## config.mk

```make
export PLATFORM = sky130hd
export DESIGN_NAME = id_ex_stage
export DESIGN_NICKNAME = d
export VERILOG_FILES = /design/src/rtl/id_ex_stage.sv
export SDC_FILE = /design/constraint.sdc
export NUM_CORES = 1
export LEC_CHECK = 0
export CAP_MARGIN = 20
export CORE_ASPECT_RATIO = 2
export CORE_MARGIN = 4
export CORE_UTILIZATION = 44
export DETAILED_ROUTE_END_ITERATION = 8
export PLACE_DENSITY = 0.86
export RECOVER_POWER = 50
export SYNTH_ARGS = -nofsm -noshare
export SYNTH_HDL_FRONTEND = slang
export SYNTH_SLANG_ARGS = --single-unit
```

## constraint.sdc

```tcl
create_clock -name clk -period 3.2 [get_ports clk]
set_input_delay 0.96 -clock clk [delete_from_list [all_inputs] [get_ports clk]]
set_output_delay 0.96 -clock clk [all_outputs]
set_load 0.02 [all_outputs]
```

## src/rtl/id_ex_stage.sv

```systemverilog
// ID/EX pipeline register with load-use bubble insertion and branch flush.
// Optional performance counters are enabled with `define ID_EX_PERF_CNT_EN.
module id_ex_stage #(
    parameter int XLEN       = 32,
    parameter int REG_ADDR_W = 5
) (
    input  logic                  clk,
    input  logic                  rst_n,
    input  logic                  id_valid_i,
    output logic                  id_ready_o,
    input  logic [XLEN-1:0]       id_pc_i,
    input  logic [XLEN-1:0]       id_rs1_data_i,
    input  logic [XLEN-1:0]       id_rs2_data_i,
    input  logic [XLEN-1:0]       id_imm_i,
    input  logic [REG_ADDR_W-1:0] id_rs1_addr_i,
    input  logic [REG_ADDR_W-1:0] id_rs2_addr_i,
    input  logic [REG_ADDR_W-1:0] id_rd_addr_i,
    input  logic [2:0]            id_funct3_i,
    input  logic                  id_funct7b5_i,
    input  logic                  id_reg_write_en_i,
    input  logic                  id_mem_read_en_i,
    input  logic                  id_mem_write_en_i,
    input  logic                  id_mem_to_reg_i,
    input  logic                  id_alu_src_select_i,
    input  logic                  id_branch_en_i,
    input  logic [1:0]            id_alu_op_control_i,
    input  logic                  flush_i,
    input  logic                  ex_ready_i,
    output logic                  ex_valid_o,
    output logic [XLEN-1:0]       ex_pc_o,
    output logic [XLEN-1:0]       ex_rs1_data_o,
    output logic [XLEN-1:0]       ex_rs2_data_o,
    output logic [XLEN-1:0]       ex_imm_o,
    output logic [REG_ADDR_W-1:0] ex_rs1_addr_o,
    output logic [REG_ADDR_W-1:0] ex_rs2_addr_o,
    output logic [REG_ADDR_W-1:0] ex_rd_addr_o,
    output logic [2:0]            ex_funct3_o,
    output logic                  ex_funct7b5_o,
    output logic                  ex_reg_write_en_o,
    output logic                  ex_mem_read_en_o,
    output logic                  ex_mem_write_en_o,
    output logic                  ex_mem_to_reg_o,
    output logic                  ex_alu_src_select_o,
    output logic                  ex_branch_en_o,
    output logic [1:0]            ex_alu_op_control_o,
`ifdef ID_EX_PERF_CNT_EN
    output logic [31:0]           bubble_count_o,
    output logic [31:0]           flush_count_o,
`endif
    output logic                  load_use_stall_o
);

    typedef struct packed {
        logic       reg_write;
        logic       mem_read;
        logic       mem_write;
        logic       mem_to_reg;
        logic       alu_src;
        logic       branch;
        logic [1:0] alu_op;
    } ctrl_t;

    typedef struct packed {
        logic [XLEN-1:0]       pc;
        logic [XLEN-1:0]       rs1_data;
        logic [XLEN-1:0]       rs2_data;
        logic [XLEN-1:0]       imm;
        logic [REG_ADDR_W-1:0] rs1_addr;
        logic [REG_ADDR_W-1:0] rs2_addr;
        logic [REG_ADDR_W-1:0] rd_addr;
        logic [2:0]            funct3;
        logic                  funct7b5;
    } data_t;

    typedef enum logic {RUN, BUBBLE} state_t;

    state_t state_q, state_d;
    ctrl_t  id_ctrl, ex_ctrl_q;
    data_t  id_data, ex_data_q;
    logic   ex_valid_q;
    logic   advance, rs2_used, hazard;

    // x0 is never written, so the write enable is dropped at capture time
    assign id_ctrl = '{
        reg_write:  id_reg_write_en_i & (id_rd_addr_i != '0),
        mem_read:   id_mem_read_en_i,
        mem_write:  id_mem_write_en_i,
        mem_to_reg: id_mem_to_reg_i,
        alu_src:    id_alu_src_select_i,
        branch:     id_branch_en_i,
        alu_op:     id_alu_op_control_i
    };

    assign id_data = '{
        pc:       id_pc_i,
        rs1_data: id_rs1_data_i,
        rs2_data: id_rs2_data_i,
        imm:      id_imm_i,
        rs1_addr: id_rs1_addr_i,
        rs2_addr: id_rs2_addr_i,
        rd_addr:  id_rd_addr_i,
        funct3:   id_funct3_i,
        funct7b5: id_funct7b5_i
    };

    assign advance  = ~ex_valid_q | ex_ready_i;
    assign rs2_used = ~id_alu_src_select_i | id_mem_write_en_i | id_branch_en_i;

    // In BUBBLE the slot is always empty, so gating on RUN keeps a stall to one cycle
    assign hazard = (state_q == RUN) & id_valid_i & ex_valid_q & ex_ctrl_q.mem_read &
                    (ex_data_q.rd_addr != '0) &
                    ((ex_data_q.rd_addr == id_rs1_addr_i) |
                     (rs2_used & (ex_data_q.rd_addr == id_rs2_addr_i)));

    assign id_ready_o       = flush_i | (advance & ~hazard);
    assign load_use_stall_o = hazard & advance & ~flush_i;

    always_ff @(posedge clk or negedge rst_n) begin
        if (!rst_n) begin
            ex_valid_q <= 1'b0;
            ex_ctrl_q  <= '0;
            ex_data_q  <= '0;
        end else if (flush_i) begin
            ex_valid_q <= 1'b0;
            ex_ctrl_q  <= '0;
        end else if (!advance) begin
            ex_valid_q <= ex_valid_q;
        end else if (hazard) begin
            ex_valid_q <= 1'b0;
            ex_ctrl_q  <= '0;
        end else if (id_valid_i) begin
            ex_valid_q <= 1'b1;
            ex_ctrl_q  <= id_ctrl;
            ex_data_q  <= id_data;
        end else begin
            ex_valid_q <= 1'b0;
            ex_ctrl_q  <= '0;
        end
    end

    always_ff @(posedge clk or negedge rst_n) begin
        if (!rst_n) state_q <= RUN;
        else        state_q <= state_d;
    end

    always_comb begin
        state_d = state_q;
        case (state_q)
            RUN:     if (load_use_stall_o) state_d = BUBBLE;
            BUBBLE:  state_d = RUN;
            default: state_d = RUN;
        endcase
        if (flush_i) state_d = RUN;
    end

`ifdef ID_EX_PERF_CNT_EN
    always_ff @(posedge clk or negedge rst_n) begin
        if (!rst_n) begin
            bubble_count_o <= '0;
            flush_count_o  <= '0;
        end else begin
            if (load_use_stall_o)                       bubble_count_o <= bubble_count_o + 32'd1;
            if (flush_i && (ex_valid_q || id_valid_i))  flush_count_o  <= flush_count_o + 32'd1;
        end
    end
`endif

    assign ex_valid_o          = ex_valid_q;
    assign ex_pc_o             = ex_data_q.pc;
    assign ex_rs1_data_o       = ex_data_q.rs1_data;
    assign ex_rs2_data_o       = ex_data_q.rs2_data;
    assign ex_imm_o            = ex_data_q.imm;
    assign ex_rs1_addr_o       = ex_data_q.rs1_addr;
    assign ex_rs2_addr_o       = ex_data_q.rs2_addr;
    assign ex_rd_addr_o        = ex_data_q.rd_addr;
    assign ex_funct3_o         = ex_data_q.funct3;
    assign ex_funct7b5_o       = ex_data_q.funct7b5;
    assign ex_reg_write_en_o   = ex_ctrl_q.reg_write;
    assign ex_mem_read_en_o    = ex_ctrl_q.mem_read;
    assign ex_mem_write_en_o   = ex_ctrl_q.mem_write;
    assign ex_mem_to_reg_o     = ex_ctrl_q.mem_to_reg;
    assign ex_alu_src_select_o = ex_ctrl_q.alu_src;
    assign ex_branch_en_o      = ex_ctrl_q.branch;
    assign ex_alu_op_control_o = ex_ctrl_q.alu_op;

endmodule

```

==> results.md <==
* Outcome: finished with violations
* Failing checks: max-capacitance violations, max-slew violations
* Yosys reg bits at 157
* Final setup viols at 0
* Net Sw Frac at 27.8%
* Final instance area at 0.0108 mm²
* Setup bufs post-CTS at 0
* Minimum clock period at 3.14 ns
* Cells on Worst Hold Path at 1
* Gr usage total at 24.7%
* Drt via density at 4.98
* Nets at 863
* Max-slew violation count at 64
* Leak at 4.81 nW
* Initial Util at 45.0%
* RSZ-0062 raised after global routing: false
* CTS clk-pin slew, worst paths at 0.06 ns
* Area occupied by multi-input gates at 0.00247 mm²
* Final setup TNS at 0 ns
* Post-synth cell types at 26
* Sequential share of the synthesized area at 58.9%
* Vias at 4523
* CTS tree: done
* FF+latch area at 0.00393 mm²
* Max clock buf depth at 2
* Antenna viol nets, final at 0
* Port-buffer cells at 317
* DP Wirelength at 15700 µm
* H-tree levels at 4
* Cts bufs inserted at 17
* Drt pass-1 iters at 4
* Global route overflow at 0
* Core Util, Final at 72.7%
* I/O pin count at 318
* Internal at 5.01 mW
* Logic gate share of total power at 29.6%
* Worst clock skew at 0.00601 ns
* First-pass GRT wire length at 31200 µm
* # fillers at 953
* Initial antenna violation count at 0
* Reg power frac at 36.7%
* Placer Congestion at 0.864
* Max-slew headroom at -6.48%
* Worst Tran Pin Value at 1.60 ns
* Commonest non-fill, non-tap cell in the layout: clkdlybuf4s50_1
* Power Density at 645 mW/mm²
* FP Rows at 63
* Vias in the first global route at 5176
* Crit start category: input pin
* Worst Hold Class: reg2reg
* Worst VDD drop at 0.000345 V
* Largest net degree at the start of global routing at 65
* Clk Latency, worst-skew pair at 0.41 ns
* Slack of the worst reg-to-reg path at 0.83 ns
* Mapped cell area at 0.00667 mm²
* Worst EP required at 2.24 ns
* Depth of the worst register-to-register path at 8
* Clock sink count at 157
* Routed wire length per instance at 23.1 µm
* Placed Area at 0.0101 mm²
* Die Area at 0.0173 mm²
* Critical path data arrival time at 2.18 ns
* Root Driver: clkbuf_16
* Period utilization at 98.2%
* Max Clk Rate at 318 MHz
* Layout area overhead at 61.4%
* Share of cells above drive strength 1 at 29.3%
* Syn_nets at 523
* YS warnings at 0
* Final Hold Viols at 0
* Ant diodes at 0
* Switching power at 1.93 mW
* Critical setup path kind: in2out
* Die width at 95.1 µm
* Crit path capture type: primary output
* Maximum fanout along the worst path at 3
* Die H at 182 µm
* Syn avg cell area at 18.4 µm²
* Core Region at 0.0148 mm²
* Mapped Cells at 363
* DRT iter0 DRCs at 128
* Max-cap violations at 1
* Drc violations at 0
* Worst hold slack at 0.501 ns
* Most frequent cells in the layout: clkdlybuf4s50_1, dfrtp_1, mux2_4, dlygate4sd3_1, clkbuf_16
* Clock Power Share at 33.7%
* Routed WL at 21000 µm
* Pwr Total at 6.94 mW
==> power by group through the flow <==
| stage | logic (mW) | clock network, mW | registers (mW) |
|---|---|---|---|
| 6_report | 2.05 | 2.34 | 2.55 |
| 5_1_grt | 2.14 | 2.46 | 2.59 |
| 4_1_cts | 2.14 | 2.38 | 2.55 |
| 3_5_place_dp | 2.11 | 0 | 2.57 |
| 3_3_place_gp | 2.08 | 0 | 2.55 |
| 2_1_floorplan | 0.619 | 0 | 2.95 |
==> through the flow <==
stage          worst slack, ns  cells
6_report                0.0562    909
5_1_grt                 0.0129    909
4_1_cts                 0.0132    909
3_5_place_dp            -0.512    879
3_3_place_gp            -0.441    879
2_1_floorplan            0.457    363
==> cell families after synthesis <==
kind of cell	count (synthesis)	synth area share [%]
XOR/XNOR	10	1.31
AO/OA/AOI/OAI	14	1.82
multiplexers	147	32.2
flip-flops	157	58.9
AND/OR/NAND/NOR	15	1.20
buffers and inverters	20	4.56
==> area by class of cell <==
class / instances / share of cell area [%]
Clock buffer: 18 / 3.99
Clock inverter: 12 / 2.27
Inverter: 2 / 0.0697
Multi-Input combinational cell: 186 / 22.9
Sequential cell: 157 / 36.5
Tap cell: 195 / 2.27
Timing Repair Buffer: 339 / 32.0
==> path summary, 6_finish.rpt <==
kind,startpoint,end
worst max-delay path,id_branch_en_i,load_use_stall_o
max in group asynchronous,rst_n,ex_pc_o[3]$_DFFE_PN0P_
min in group asynchronous,rst_n,ex_imm_o[4]$_DFFE_PN0P_
worst max register to register,ex_rd_addr_o[1]$_DFFE_PN0P_,ex_rs2_data_o[29]$_DFFE_PN0P_
worst min-delay path,ex_pc_o[12]$_DFFE_PN0P_,ex_pc_o[12]$_DFFE_PN0P_
worst min register to register,ex_pc_o[12]$_DFFE_PN0P_,ex_pc_o[12]$_DFFE_PN0P_
==> critical path, stage by stage <==
cell and delay (ns):
clkdlybuf4s50_1 0.48, nand2b_4 0.16, o21ai_2 0.07, o22ai_2 0.19, and3_4 0.21, buf_6 0.11
==> registers in the layout (all words and copies together), names as in the netlist <==
register,count
ex_rd_addr_o,5
ex_alu_op_control_o,2
ex_funct3_o,3
ex_mem_write_en_o,1
ex_valid_o,1
ex_mem_to_reg_o,1
ex_mem_read_en_o,1
ex_branch_en_o,1
ex_imm_o,32
ex_reg_write_en_o,1
ex_pc_o,32
ex_rs2_data_o,32
ex_funct7b5_o,1
ex_rs1_addr_o,5
ex_alu_src_select_o,1
ex_rs1_data_o,32
ex_rs2_addr_o,5
state_q,1
==> repair_timing <==
| item | in CTS | in global routing |
|---|---|---|
| resized for setup | 19 | 9 |
| setup endpoints to repair | 2 | 2 |
| pin swaps | 4 | 5 |
| hold buffers | 0 | 0 |
==> per-layer routing <==
metal  wire, µm  global-route usage [%]  share of wire [%]  vias to the layer above
met4       1170                    14.5                5.6                        0
met1       6870                    25.3                 33                     2280
met3       1400                    6.35                6.7                       61
met2      11500                    43.9                 55                      216
met5          0                       0                  0                        -
li1           -                       -                  -                     1966
==> synth_stat cells, drive strengths merged <==
library cell	instances	area share, %
a21oi	3	0.39
a22o	7	0.92
a31oi	1	0.094
a32o	1	0.15
and3	3	0.28
buf	18	4.4
dfrtp	157	59
inv	2	0.11
mux2	147	32
nand2	3	0.17
nand2b	1	0.094
nand3	1	0.075
nand4	1	0.094
nand4b	1	0.13
nor2	2	0.11
nor3	2	0.15
o21ai	1	0.075
o22ai	1	0.19
or2	1	0.094
xnor2	10	1.3
(Power assumes the default switching activity.)
